File: config.mk
export PLATFORM = sky130hd
export DESIGN_NAME = reg_mem_bist
export DESIGN_NICKNAME = d
export VERILOG_FILES = /design/src/rtl/reg_mem_bist.sv
export SDC_FILE = /design/constraint.sdc
export NUM_CORES = 1
export LEC_CHECK = 0
export ABC_CLOCK_PERIOD_IN_PS = 2500
export CAP_MARGIN = 20
export CORE_MARGIN = 10
export CORE_UTILIZATION = 52
export DETAILED_ROUTE_END_ITERATION = 6
export PLACE_DENSITY = 0.8
export SYNTH_ARGS = -nofsm -noshare
export SYNTH_HDL_FRONTEND = slang
export SYNTH_SLANG_ARGS = --single-unit
export TNS_END_PERCENT = 20
File: constraint.sdc
create_clock -name clk -period 2.5 [get_ports clk]
set_input_delay 0.5 -clock clk [delete_from_list [all_inputs] [get_ports clk]]
set_output_delay 0.5 -clock clk [all_outputs]
set_load 0.005 [all_outputs]
File: src/rtl/reg_mem_bist.sv
// rtl/reg_mem_bist.sv - march-style write/readback self-test initiator for a reg_mem instance.
// Optional first-failure log enabled by defining REG_MEM_BIST_FAILLOG_EN.
module reg_mem_bist #(
  parameter int          DATA_WIDTH   = 8,
  parameter int          ADDR_BITS    = 5,
  parameter int          RD_LAT       = 1,
  parameter int unsigned PATTERN_SEED = 32'hA5
) (
  input  logic                  clk,
  input  logic                  rst,
  input  logic                  start,
  output logic [ADDR_BITS-1:0]  mem_addr,
  output logic [DATA_WIDTH-1:0] mem_din,
  output logic                  mem_wen,
  input  logic [DATA_WIDTH-1:0] mem_dout,
  output logic                  busy,
  output logic                  done,
  output logic                  pass,
  output logic [ADDR_BITS+1:0]  err_count
`ifdef REG_MEM_BIST_FAILLOG_EN
  ,
  output logic [ADDR_BITS-1:0]  fail_addr,
  output logic [DATA_WIDTH-1:0] fail_data
`endif
);

  localparam logic [2:0] ST_IDLE = 3'd0;
  localparam logic [2:0] ST_WR_A = 3'd1;
  localparam logic [2:0] ST_RD_A = 3'd2;
  localparam logic [2:0] ST_WR_B = 3'd3;
  localparam logic [2:0] ST_RD_B = 3'd4;
  localparam logic [2:0] ST_FIN  = 3'd5;

  localparam int ERR_W = ADDR_BITS + 2;
  localparam logic [ADDR_BITS-1:0]  ADDR_MAX = '1;
  localparam logic [ADDR_BITS-1:0]  ADDR_ONE = 1;
  localparam logic [ERR_W-1:0]      ERR_MAX  = '1;
  localparam logic [ERR_W-1:0]      ERR_ONE  = 1;
  localparam logic [DATA_WIDTH-1:0] SEED     = DATA_WIDTH'(PATTERN_SEED);

`ifdef REG_MEM_BIST_FAILLOG_EN
  localparam int TAG_W = ADDR_BITS + DATA_WIDTH;
`else
  localparam int TAG_W = DATA_WIDTH;
`endif

  function automatic logic [DATA_WIDTH-1:0] pattern(input logic [ADDR_BITS-1:0] a, input logic inv);
    logic [DATA_WIDTH-1:0] p;
    p = DATA_WIDTH'(a) ^ SEED;
    return inv ? ~p : p;
  endfunction

  logic [2:0]            state_q, state_d;
  logic [ADDR_BITS-1:0]  mem_addr_q, addr_d;
  logic [DATA_WIDTH-1:0] mem_din_q, din_d;
  logic                  mem_wen_q, wen_d;
  logic                  rd_vld_q, rd_vld_d;
  logic [1:0]            drn_q, drn_d;
  logic                  busy_q, busy_d;
  logic                  done_q, done_d;
  logic                  pass_q, pass_d;
  logic [ERR_W-1:0]      err_q, err_d;
  logic                  go_next;
  logic                  mismatch;

  logic [TAG_W-1:0]      issue_tag, cmp_tag;
  logic                  cmp_vld;
  logic [DATA_WIDTH-1:0] cmp_exp;

  // Expected data is derived from the address currently on the bus; only RD_B inverts.
`ifdef REG_MEM_BIST_FAILLOG_EN
  assign issue_tag = {mem_addr_q, pattern(mem_addr_q, state_q == ST_RD_B)};
`else
  assign issue_tag = pattern(mem_addr_q, state_q == ST_RD_B);
`endif
  assign cmp_exp = cmp_tag[DATA_WIDTH-1:0];

  generate
    if (RD_LAT == 0) begin : g_lat0
      assign cmp_vld = rd_vld_q;
      assign cmp_tag = issue_tag;
    end else begin : g_latn
      logic [RD_LAT-1:0] vld_sh_q;
      logic [TAG_W-1:0]  tag_sh_q [RD_LAT];
      always_ff @(posedge clk or posedge rst) begin
        if (rst) begin
          vld_sh_q <= '0;
          for (int i = 0; i < RD_LAT; i++) tag_sh_q[i] <= '0;
        end else begin
          vld_sh_q[0] <= rd_vld_q;
          tag_sh_q[0] <= issue_tag;
          for (int i = 1; i < RD_LAT; i++) begin
            vld_sh_q[i] <= vld_sh_q[i-1];
            tag_sh_q[i] <= tag_sh_q[i-1];
          end
        end
      end
      assign cmp_vld = vld_sh_q[RD_LAT-1];
      assign cmp_tag = tag_sh_q[RD_LAT-1];
    end
  endgenerate

  always_comb begin
    state_d  = state_q;
    addr_d   = mem_addr_q;
    din_d    = mem_din_q;
    wen_d    = 1'b0;
    rd_vld_d = 1'b0;
    drn_d    = drn_q;
    busy_d   = busy_q;
    done_d   = 1'b0;
    pass_d   = pass_q;
    err_d    = err_q;
    go_next  = 1'b0;
    mismatch = cmp_vld && (mem_dout != cmp_exp);
    if (mismatch && (err_q != ERR_MAX)) err_d = err_q + ERR_ONE;

    case (state_q)
      ST_IDLE: begin
        if (start) begin
          state_d = ST_WR_A;
          addr_d  = '0;
          din_d   = pattern('0, 1'b0);
          wen_d   = 1'b1;
          busy_d  = 1'b1;
          err_d   = '0;
          pass_d  = 1'b0;
        end
      end
      ST_WR_A, ST_WR_B: begin
        if (mem_addr_q == ADDR_MAX) begin
          state_d  = (state_q == ST_WR_A) ? ST_RD_A : ST_RD_B;
          addr_d   = '0;
          rd_vld_d = 1'b1;
        end else begin
          addr_d = mem_addr_q + ADDR_ONE;
          din_d  = pattern(addr_d, state_q == ST_WR_B);
          wen_d  = 1'b1;
        end
      end
      ST_RD_A, ST_RD_B: begin
        // After the last issue, hold the phase RD_LAT cycles so in-flight reads get compared.
        if (rd_vld_q) begin
          if (mem_addr_q != ADDR_MAX) begin
            addr_d   = mem_addr_q + ADDR_ONE;
            rd_vld_d = 1'b1;
          end else if (RD_LAT == 0) begin
            go_next = 1'b1;
          end else begin
            drn_d = 2'(RD_LAT - 1);
          end
        end else if (drn_q == 2'd0) begin
          go_next = 1'b1;
        end else begin
          drn_d = drn_q - 2'd1;
        end
        if (go_next) begin
          if (state_q == ST_RD_A) begin
            state_d = ST_WR_B;
            addr_d  = '0;
            din_d   = pattern('0, 1'b1);
            wen_d   = 1'b1;
          end else begin
            state_d = ST_FIN;
            busy_d  = 1'b0;
            done_d  = 1'b1;
            pass_d  = (err_d == '0);
          end
        end
      end
      ST_FIN:  state_d = ST_IDLE;
      default: state_d = ST_IDLE;
    endcase
  end

  always_ff @(posedge clk or posedge rst) begin
    if (rst) begin
      state_q    <= ST_IDLE;
      mem_addr_q <= '0;
      mem_din_q  <= '0;
      mem_wen_q  <= 1'b0;
      rd_vld_q   <= 1'b0;
      drn_q      <= 2'd0;
      busy_q     <= 1'b0;
      done_q     <= 1'b0;
      pass_q     <= 1'b0;
      err_q      <= '0;
    end else begin
      state_q    <= state_d;
      mem_addr_q <= addr_d;
      mem_din_q  <= din_d;
      mem_wen_q  <= wen_d;
      rd_vld_q   <= rd_vld_d;
      drn_q      <= drn_d;
      busy_q     <= busy_d;
      done_q     <= done_d;
      pass_q     <= pass_d;
      err_q      <= err_d;
    end
  end

`ifdef REG_MEM_BIST_FAILLOG_EN
  logic [ADDR_BITS-1:0]  fail_addr_q;
  logic [DATA_WIDTH-1:0] fail_data_q;

  // A zero error count before this compare marks the first mismatch of the run.
  always_ff @(posedge clk or posedge rst) begin
    if (rst) begin
      fail_addr_q <= '0;
      fail_data_q <= '0;
    end else if ((state_q == ST_IDLE) && start) begin
      fail_addr_q <= '0;
      fail_data_q <= '0;
    end else if (mismatch && (err_q == '0)) begin
      fail_addr_q <= cmp_tag[TAG_W-1:DATA_WIDTH];
      fail_data_q <= mem_dout;
    end
  end

  assign fail_addr = fail_addr_q;
  assign fail_data = fail_data_q;
`endif

  assign mem_addr  = mem_addr_q;
  assign mem_din   = mem_din_q;
  assign mem_wen   = mem_wen_q;
  assign busy      = busy_q;
  assign done      = done_q;
  assign pass      = pass_q;
  assign err_count = err_q;

endmodule

* Word level (Yosys, flattened, before mapping)
Cells that the tools add are included.
W data, S select, Z words.
** Storage, ports and cells
- Flip-flop bits (word level) :: 39
- Latch bits :: 0
- RAM bits :: 0
- Memory bits (read-only) :: 0
- Input port bits :: 11
- Output and inout bits :: 24
- Logic and storage cells :: 98
- Memories kept :: 0
** Operators by class
- Add/sub/neg operators :: 3
- $mul :: 0
- Divide/modulo/power cells :: 0
- Magnitude comparators :: 0
- Equality and inequality tests :: 16
- Shift operators :: 0
- Multiplexer cells :: 49
- Bitwise operators :: 4
- Reductions and logical operators :: 14
** Operators by type and width (number)
- $mux W8 :: 6
- $mux W5 :: 6
- $pmux W8 S3 :: 1
- $mux W7 :: 3
- $mux W1 :: 19
- $ne A2 B2 Y1 const B :: 8
- $not A8 Y8 :: 2
- $mux W3 :: 5
- $pmux W5 S3 :: 1
- $pmux W3 S3 :: 1
- $ne A8 B8 Y1 :: 1
- $not A2 Y4 :: 2
- $add A7 B1 Y7 const B :: 1
- $logic_not A7 Y1 :: 1
- $ne A7 B7 Y1 const B :: 1
- $eq A3 B2 Y1 const B :: 2
- $mux W2 :: 3
- $pmux W1 S2 :: 3
- $reduce_and A3 Y1 :: 2
- $add A5 B1 Y5 const B :: 1
- $eq A5 B5 Y1 const B :: 1
- $ne A5 B5 Y1 const B :: 1
- $reduce_and A5 Y1 :: 1
- $reduce_and A4 Y1 :: 1
- other kinds (11) :: 13

* Depth between registers and ports, before layout
Gate-level depths: netlist (run 1).
- Word-level depth :: 8
- Mapped depth :: 11
- Mapped depth without buffers :: 10

* Least setup slack after synthesis (run 1)
No wires, ideal clock.
- Path type :: reg2reg
- Start point :: register mem_addr_q[0] (netlist: mem_addr[0])
- End point :: register mem_addr_q[1] (netlist: mem_addr[1])
- Library setup time :: 121 ps
- Arrival :: 1871 ps
- Data required time :: 2379 ps
- Slack :: 508 ps
- Stages on the path, launching flop included :: 11
- Path buffers :: 1
- Clock period less this slack :: 1992 ps
- Path through :: dfrtp_1 > ha_1 > nand3_1 > inv_1 > ha_1 > clkbuf_1 > nor2b_1 > nor3_1 > o21ai_0 > nand3_1 > a22o_1
** On the way
- Cells in the longest elaborated chain, start to end :: 6
- Elaborated cells on any way between the ends :: 9
- Classes of those cells :: 1 x add/sub; 2 x eq/ne; 6 x mux
** RTL lines
- start: declaration :: RTL line 54 : logic [ADDR_BITS-1:0] mem_addr_q, addr_d;
- start signal: assignment :: RTL line 190 : mem_addr_q <= addr_d;
- $add A5 B1 Y5 or $ne A5 B5 Y1 (tied branches) :: RTL line 136, 145, 144
- $mux W5 :: RTL line 144 : if (mem_addr_q != ADDR_MAX) begin
- $mux W5 :: RTL line 143 : if (rd_vld_q) begin
- $mux W5 :: RTL line 158 : if (state_q == ST_RD_A) begin
- $mux W5 :: RTL line 157 : if (go_next) begin
- $pmux W5 S3 * :: RTL line 118 : case (state_q)
Mark *: on every way between the ends. The rest lies on a longest branch, timed or not.
A chain may end at the register's enable or synchronous reset.

* Worst setup path after layout (run 1)
Same ends and word-level chain as after synthesis.

==> results of run 1 <==
-- power groups by stage --
stage,clock [mW],combinational [mW],sequential (mW)
global placement,0,0.251,0.736
finish,0.406,0.256,0.732
floorplan,0,0.119,0.725
CTS,0.418,0.261,0.729
global route,0.442,0.285,0.737
detailed placement,0,0.259,0.741
-- Yosys cell counts, types with 8 or more instances --
cell	instances
o21ai_0	16
dfrtp_1	37
inv_1	10
nor2_1	20
nand2_1	17
xnor2_1	8
a21oi_1	8
xor2_1	19
-- flip-flops by register name, summed over array words and instances (netlist names) --
signal	flops
done	1
state_q	3
rd_vld_q	1
pass	1
mem_addr	5
busy	1
mem_din	7
err_count	7
cmp_vld	1
drn_q	2
mem_wen	1
cmp_exp	7
-- worst max-delay path by stage --
stage | slack (ns) | endpoint | startpoint | cells past startpoint
final | 0.44 | mem_addr[1] | mem_addr[0] | 9
after global routing | 0.23 | mem_addr[1] | mem_addr[0] | 9
after CTS | 0.42 | mem_addr[1] | mem_addr[0] | 9
after detailed placement | 0.20 | pass | mem_dout[2] | 7
after global placement | 0.27 | pass | mem_dout[3] | 7
after floorplan | 0.51 | mem_addr[1] | mem_addr[0] | 10
-- final cells by class --
class / instances / area [µm²] / share of cell area (%)
sequential: 37 / 926 / 37.0
timing repair buffer: 38 / 370 / 14.8
tap: 48 / 60.1 / 2.40
inverter: 11 / 41.3 / 1.65
multi-input combinational: 153 / 1020 / 40.8
clock buffer: 7 / 86.3 / 3.45
-- layer usage --
layer | GRT usage (%) | wire length, µm | up-vias
met1 | 14.5 | 1780 | 755
met2 | 24.3 | 2210 | 45
li1 | - | - | 788
met3 | 4.43 | 267 | 12
met4 | 4.35 | 59 | 0
met5 | 0 | 0 | -
-- kinds of logic after synthesis --
family | after synthesis | synth area share (%)
xor gates and xnor gates | 27 | 11.6
AOI/OAI and AO/OA | 45 | 14.0
muxes | 6 | 3.14
and+or+nand+nor | 69 | 17.7
adders and majority gates | 6 | 3.70
DFF | 37 | 45.6
buffers and inverters | 20 | 4.13
-- worst reg2reg max path, cell delays in order (launching register included) --
cell,delay [ns]
dfrtp_1,0.45
ha_1,0.28
nand3_1,0.12
inv_1,0.05
ha_1,0.23
nor2b_1,0.19
nor3_1,0.07
o21ai_0,0.15
nand3_1,0.16
a22o_1,0.26
-- placed cells by master (no fill, tap or decap), drive strengths merged, types with 7 or more instances in the layout --
| master | instances |
|---|---|
| a21oi | 8 |
| nand2 | 17 |
| xnor2 | 8 |
| dfrtp | 37 |
| xor2 | 19 |
| nor2 | 20 |
| inv | 11 |
| clkdlybuf4s50 | 34 |
| clkbuf | 7 |
| o21ai | 23 |
-- stage by stage --
| step | utilization, % | total power [mW] | setup WS [ns] | hold WS [ns] | cell area [µm²] |
|---|---|---|---|---|---|
| 3_5_place_dp | 65.1 | 0.999 | 0.196 | 0.491 | 2420 |
| 6_report | 67.4 | 1.39 | 0.442 | 0.499 | 2500 |
| 3_3_place_gp | 65.1 | 0.987 | 0.269 | 0.474 | 2420 |
| 2_1_floorplan | - | 0.844 | 0.508 | 0.473 | 2030 |
| 5_1_grt | 67.4 | 1.46 | 0.234 | 0.533 | 2500 |
| 4_1_cts | 67.4 | 1.41 | 0.424 | 0.506 | 2500 |
==> impl_metrics.yaml, run 1 <==
place:
  port_buffers: 34
  place_congestion: 0.826
  hpwl_um: 3320
  placed_cells: 287
timing:
  hold_violations: 0
  max_freq_mhz: 486
  finalCritPeriodShare_pct: 82.3
  rsz0062_at_grt: "false"
  finalMaxSlewViolations: 0
  finalSetupTns_ns: 0
  slew_headroom_pct: 62.8
  min_period_ns: 2.06
  worst_pin_slew_ns: 0.559
  setup_viol: 0
  skew_ns: 0.00640
logic_synthesis:
  synth.ff_latch_count: 37
  synthArstFlopShare_pct: 100
  syn-instance-count: 210
  syn_area_mm2: 0.00203
  synth_nets: 227
  synthFlopType: "dfrtp_1"
  yosys.area.top_type: "dfrtp_1"
  synth_edf_count: 0
  synth.distinct_cells: 38
  yosysSeqAreaShare_pct: 45.6
  synthTopCellsByArea: "dfrtp_1, xor2_1, o21ai_0"
  yosysTopAreaCellShare_pct: 45.6
  synth_area_per_cell_um2: 9.67
  yosysWarningCount: 0
clock_tree:
  cts_setup_buffers: 0
  cts_tree: "done"
  path_clk_slew_ns: 0.07
  clock_sinks: 37
  ctsResizeCount: 0
  root_buffer: "clkbuf_8"
  ctsHoldBuffers: 0
  clk_latency_ns: 0.28
  ctsLongestPathBuffers: 2
  htreeDepth: 2
  numCtsBuffers: 5
setup_path:
  worstReg2RegStart: "mem_addr[0]"
  crit_family: "simple AND/OR/NAND/NOR gates"
  crit_fanout: 6
  crit_slowest_cell: "dfrtp_1"
  crit_buf_inv: 1
  reg2reg_slack_ns: 0.44
  critPathKind: "flip-flop to flip-flop"
  slowest_delay_ns: 0.45
  crit_path_end_kind: "flip-flop"
  crit_required_ns: 2.67
  critical_path.cell_chain: "ha_1 -> nand3_1 -> inv_1 -> ha_1 -> nor2b_1 -> nor3_1 -> o21ai_0 -> nand3_1 -> a22o_1"
  worst_r2r_endpoint: "mem_addr[1]"
  ff2ff_path_depth: 9
  cp.arrival_ns: 2.23
  cp-start-kind: "flip-flop"
detailed_routing:
  finalWirelength_um: 4310
  drt-initial-drc-count: 42
  drt_pass1_iterations: 4
  viasPerCell: 5.44
  routed-via-count: 1600
  drcViolationCount: 0
  antenna_left: 0
  wl_per_cell_um: 14.7
floorplanning:
  die_w_um: 82.5
  initial_core_util_pct: 54.6
  chipHeight_um: 82.5
  dieArea_mm2: 0.00680
  core_area_mm2: 0.00372
  io_pins: 35
  row_count: 22
grt:
  grt.overflow.total: 0
  grtUsageTotal_pct: 13.4
  grt_start_max_net_pins: 38
  grt_pass1_wl_um: 7200
  grt_pass1_vias: 1603
  antenna_found_initial: 0
final_layout:
  stdcell_count: 294
  layout-drive-gt1-share_pct: 7.72
  syn_to_final_growth_pct: 23.4
  layout.nets: 263
  n_fill_cell: 304
  n_antenna_cell: 0
hold_path:
  hold_depth: 2
  hp-class: "flip-flop to flip-flop"
  worstHoldStart: "mem_din[2]"
  worstHoldEndpoint: "mem_din[2]"
power_and_ir_drop:
  peakVddDrop_uv: 306
  p_sw_uw: 378
  comb_power_share_pct: 18.4
  switching_share_pct: 27.1
  power_frac_seq_pct: 52.5
  power.density_mw_per_mm2: 556
  p_clk_share_pct: 29.1
  power.leakage_nw: 1.06
  internal_power_mw: 1.02
run:
  cap_violations: 0
status:
  status: "completed"
Power figures use the tool's default switching activity.
==> run 2, diff against run 1 <==
Settings changed: ABC_CLOCK_PERIOD_IN_PS 2500 to 1800, CORE_UTILIZATION 52 to 47, PLACE_DENSITY 0.8 to 0.76.
Clock period 2.5 ns to 1.8 ns, I/O delays scaled along.
==> run 2 against run 1 <==
Net effect:
- first-iteration DRC count rose by 12%
- global-route usage fell by 1.0 points
- critical path depth fell by 2
- register-to-register slack got worse by 0.37 ns
- count of clock-buffer cells in the layout did not move
- routed wire length rose by 6.9%
==> impl_metrics.yaml, run 2 (same netlist as run 1, synthesis figures left out) <==
status:
  status: "completed"
detailed_routing:
  antenna_left: 0
  wl_per_cell_um: 14.6
  drt-initial-drc-count: 47
  viasPerCell: 5.17
  routed-via-count: 1628
  drcViolationCount: 0
  finalWirelength_um: 4610
  drt_pass1_iterations: 5
final_layout:
  n_antenna_cell: 0
  syn_to_final_growth_pct: 37.1
  final_core_util_pct: 68.1
  final_cell_area_mm2: 0.00278
  layout-drive-gt1-share_pct: 21.5
  layout.nets: 282
  n_fill_cell: 320
  final_common_cell: "dfrtp_1"
  layout_common_cells: "dfrtp_1, clkdlybuf4s50_1, buf_4, nor2_1, nand2_1"
  stdcell_count: 315
setup_path:
  crit_path_end_kind: "flip-flop"
  cp-start-kind: "input port"
  critPathKind: "input port to flip-flop"
  worstReg2RegStart: "mem_addr[0]"
  crit_required_ns: 1.97
  cp.arrival_ns: 1.94
  reg2reg_slack_ns: 0.07
  crit_fanout: 5
  worst_r2r_endpoint: "mem_din[4]"
  ff2ff_path_depth: 8
clock_tree:
  root_buffer: "clkbuf_8"
  clk_latency_ns: 0.28
  ctsHoldBuffers: 0
  numCtsBuffers: 5
  path_clk_slew_ns: 0.07
  htreeDepth: 2
  ctsLongestPathBuffers: 2
  cts_tree: "done"
  clock_sinks: 37
power_and_ir_drop:
  design_power_total_mw: 1.98
  peakVddDrop_uv: 440
  power.density_mw_per_mm2: 712
  power.leakage_nw: 1.23
grt:
  grt_start_max_net_pins: 38
  antenna_found_initial: 0
  grtUsageTotal_pct: 12.4
  grt_pass1_vias: 1633
  grt_pass1_wl_um: 7560
  grt.overflow.total: 0
timing:
  finalSetupTns_ns: 0
  finalCritPeriodShare_pct: 98.4
  hold_violations: 0
  worst_pin_slew_ns: 0.580
  skew_ns: 0.00895
  setup_viol: 0
  timing.final.ws_setup_ns: 0.0294
  worst_hold_slack_ns: 0.488
  min_period_ns: 1.77
  rsz0062_at_grt: "true"
  slew_headroom_pct: 61.3
  max_freq_mhz: 565
  finalMaxSlewViolations: 0
place:
  port_buffers: 34
  placed_cells: 306
  pre_cts_ws_ns: -0.333
  hpwl_um: 3400
  post_dp_cell_area_mm2: 0.00256
  place_congestion: 0.893
floorplanning:
  chipHeight_um: 85.7
  row_count: 23
  core_area_mm2: 0.00409
  die_w_um: 85.7
  io_pins: 35
  dieArea_mm2: 0.00735
  initial_core_util_pct: 49.7
run:
  cap_violations: 0
hold_path:
  hp-class: "input port to asynchronous set/reset pin"
## run 2: cell types whose count changed in the layout (fill, tap and decap cells not counted), sizes merged
cell,delta
buf,+19
clkdlybuf4s50,-4
dlymetal6s2s,+4
## run 2: worst max-delay path by stage
stage            endpoint         from  cells past startpoint
6_report             pass  mem_dout[7]                      7
5_1_grt        mem_din[2]  mem_addr[0]                      8
4_1_cts        mem_din[4]  mem_addr[0]                      7
3_5_place_dp         pass  mem_dout[2]                      7
3_3_place_gp         pass  mem_dout[6]                      7
2_1_floorplan  mem_din[1]  mem_addr[1]                      8
## run 2: worst max-delay path, stage by stage
cell,delay (ns)
clkdlybuf4s50_1,0.52
xor2_2,0.19
nor4_4,0.07
a21boi_2,0.25
mux2i_1,0.23
o21ai_1,0.07
a32o_1,0.24
## run 2: final cells by class
cell class	instances	area, µm²	area share [%]
tap	50	62.6	2.25
inverter	11	41.3	1.48
timing repair buffer	57	523	18.8
clock buffer	7	86.3	3.10
multi-input combinational	153	1140	41.1
sequential	37	927	33.3
## run 2: power breakdown
| group | total, mW | switching (mW) | internal [mW] | leakage (nW) |
|---|---|---|---|---|
| clock | 0.574 | 0.270 | 0.304 | 0.0443 |
| combinational | 0.409 | 0.169 | 0.241 | 0.758 |
| sequential | 0.998 | 0.103 | 0.895 | 0.424 |
| total | 1.98 | 0.542 | 1.44 | 1.23 |
## run 2: routing by layer
metal	GRT usage, %	up-vias	routed length, µm
li1	-	814	-
met1	13.9	760	1970
met2	21.5	50	2280
met3	4.54	4	313
met4	3.89	0	44
met5	0	-	0
## run 2: what timing repair did
| item | in CTS | in global routing |
|---|---|---|
| gates resized for setup | 0 | 23 |
| cloned | 0 | 0 |
| setup buffers | 1 | 1 |
| pin swaps | 1 | 9 |
| endpoints found under the setup margin | 5 | 12 |
==> run 3, diff against run 2 <==
Settings changed: ABC_CLOCK_PERIOD_IN_PS 1800 to 2029, CORE_UTILIZATION 47 to 52, GPL_ROUTABILITY_DRIVEN from default to 1, PLACE_DENSITY 0.76 to 0.8.
Clock period 1.8 ns to 2.03 ns, I/O delays scaled along.
==> run 3 against run 2 <==
Net effect:
- sequential share of layout area rose by 1.3 points
- routed wire length is 1.3% lower
- global-route usage increased by 1.8 points
- core utilization grew 3.9 points
- flip-flop and latch count unchanged
- count of clock-buffer cells in the layout fell by 2
- combinational power decreased by 22%
- non-clock buffer count shrank 3
- worst hold slack lost 0.0013 ns
- sequential power shrank 10%
- register-to-register slack about the same
- critical path type is now flip-flop to flip-flop
- largest power group unchanged
==> impl_metrics.yaml, run 3 (same netlist as run 1, synthesis figures left out) <==
setup_path:
  cp-start-kind: "flip-flop"
  crit_buf_inv: 1
  crit_slowest_cell: "dfrtp_1"
  reg2reg_slack_ns: 0.08
  cp.arrival_ns: 2.13
  slowest_delay_ns: 0.41
  crit_required_ns: 2.21
  crit_path_end_kind: "flip-flop"
  critPathKind: "flip-flop to flip-flop"
  crit_family: "simple AND/OR/NAND/NOR gates"
  crit_fanout: 9
  critical_path.cell_chain: "ha_1 -> nand3_1 -> inv_1 -> ha_2 -> nor2b_2 -> nor3_1 -> o21ai_0 -> nand3_1 -> a22o_1"
  crit_path_frequent_cell: "nand3_1"
floorplanning:
  initial_core_util_pct: 54.6
  die_w_um: 82.5
  chipHeight_um: 82.5
  dieArea_mm2: 0.00680
  core_area_mm2: 0.00372
  row_count: 22
  io_pins: 35
power_and_ir_drop:
  switching_share_pct: 24.8
  p_sw_uw: 488
  comb_power_share_pct: 16.3
  power.leakage_nw: 1.16
  power_frac_seq_pct: 45.7
  peakVddDrop_uv: 638
  p_clk_share_pct: 38.0
  internal_power_mw: 1.48
  power.density_mw_per_mm2: 734
detailed_routing:
  routed-via-count: 1698
  finalWirelength_um: 4550
  antenna_left: 0
  drt-initial-drc-count: 82
  wl_per_cell_um: 14.6
  drt_pass1_iterations: 4
  viasPerCell: 5.46
  drcViolationCount: 0
clock_tree:
  ctsHoldBuffers: 0
  root_buffer: "clkbuf_8"
  htreeDepth: 2
  ctsResizeCount: 0
  cts_setup_buffers: 0
  cts_tree: "done"
  clock_sinks: 37
  clk_latency_ns: 0.29
  path_clk_slew_ns: 0.07
  numCtsBuffers: 5
  ctsLongestPathBuffers: 2
timing:
  worst_pin_slew_ns: 0.444
  setup_viol: 0
  slew_headroom_pct: 70.4
  timing.final.ws_setup_ns: 0.0797
  finalMaxSlewViolations: 0
  min_period_ns: 1.95
  skew_ns: 0.00402
  finalCritPeriodShare_pct: 96.1
  hold_violations: 0
  finalSetupTns_ns: 0
  max_freq_mhz: 513
final_layout:
  n_fill_cell: 279
  n_antenna_cell: 0
  final_cell_area_mm2: 0.00268
  final_core_util_pct: 72.1
  final_common_cell: "dfrtp_1"
  layout_common_cells: "dfrtp_1, clkdlybuf4s50_1, nor2_1, buf_4, xor2_1"
  layout-drive-gt1-share_pct: 14.8
  syn_to_final_growth_pct: 31.9
  layout.nets: 279
place:
  port_buffers: 34
  post_dp_cell_area_mm2: 0.00254
  place_congestion: 0.825
  hpwl_um: 3330
  pre_cts_ws_ns: -0.103
grt:
  grt_pass1_vias: 1616
  grt_start_max_net_pins: 38
  antenna_found_initial: 0
  grt.overflow.total: 0
  grt_pass1_wl_um: 7620
  grtUsageTotal_pct: 14.2
status:
  status: "completed"
run:
  cap_violations: 0
hold_path:
  hp-class: "flip-flop to flip-flop"
## run 3: changes by cell type in the layout (fill, tap and decap cells not counted), moves of 2 or more
| cell | before | now |
|---|---|---|
| dlymetal6s2s_1 | 4 | 0 |
| xor2_1 | 10 | 19 |
| o21ai_0 | 14 | 16 |
| nand3_1 | 4 | 6 |
| nand3_2 | 2 | 0 |
| xor2_2 | 9 | 0 |
| o21ai_1 | 8 | 6 |
| bufinv_16 | 0 | 2 |
| clkdlybuf4s50_1 | 30 | 34 |
| buf_4 | 23 | 20 |
## run 3: tightest hold or removal path: stages (launching register included)
cell     delay [ns]
dfrtp_1        0.35
nand2_1        0.05
o21ai_0        0.06
## run 3: area by class of cell
cell class / count / area (µm²) / area share [%]
Inverter: 11 / 41.3 / 1.54
Clock inverter: 3 / 65.1 / 2.43
Sequential cell: 37 / 926 / 34.6
Clock buffer: 5 / 68.8 / 2.57
Timing Repair Buffer: 54 / 490 / 18.3
Multi-Input combinational cell: 153 / 1030 / 38.3
Tap cell: 48 / 60.1 / 2.24
## run 3: path summary, 6_finish.rpt
path,from,end,depth (start not counted)
worst max register to register,mem_addr[0],mem_addr[1],9
min in group asynchronous,rst,cmp_exp[4],3
worst min register to register,mem_din[0],mem_din[0],2
worst min-delay path,mem_din[0],mem_din[0],2
worst max-delay path,mem_addr[0],mem_addr[1],9
max in group asynchronous,rst,err_count[6],3
## run 3: layer usage
metal	GRT usage, %	up-vias	routed length (µm)
met5	0	-	0
li1	-	819	-
met3	4.86	9	335
met1	16.3	825	1800
met4	4.18	0	63
met2	24.7	45	2350
## run 3: per-stage QoR
| stage | power, mW | cells | hold WS [ns] |
|---|---|---|---|
| CTS | 1.98 | 311 | 0.490 |
| finish | 1.96 | 311 | 0.486 |
| global placement | 1.23 | 303 | 0.468 |
| detailed placement | 1.24 | 303 | 0.474 |
| floorplan | 1.04 | 210 | 0.473 |
| global route | 2.04 | 311 | 0.534 |
## run 3: power groups by stage
stage	Combinational [mW]	Sequential [mW]	Clock, mW
6_report	0.321	0.898	0.746
5_1_grt	0.354	0.908	0.783
4_1_cts	0.327	0.896	0.756
3_5_place_dp	0.324	0.911	0
3_3_place_gp	0.315	0.910	0
2_1_floorplan	0.146	0.893	0
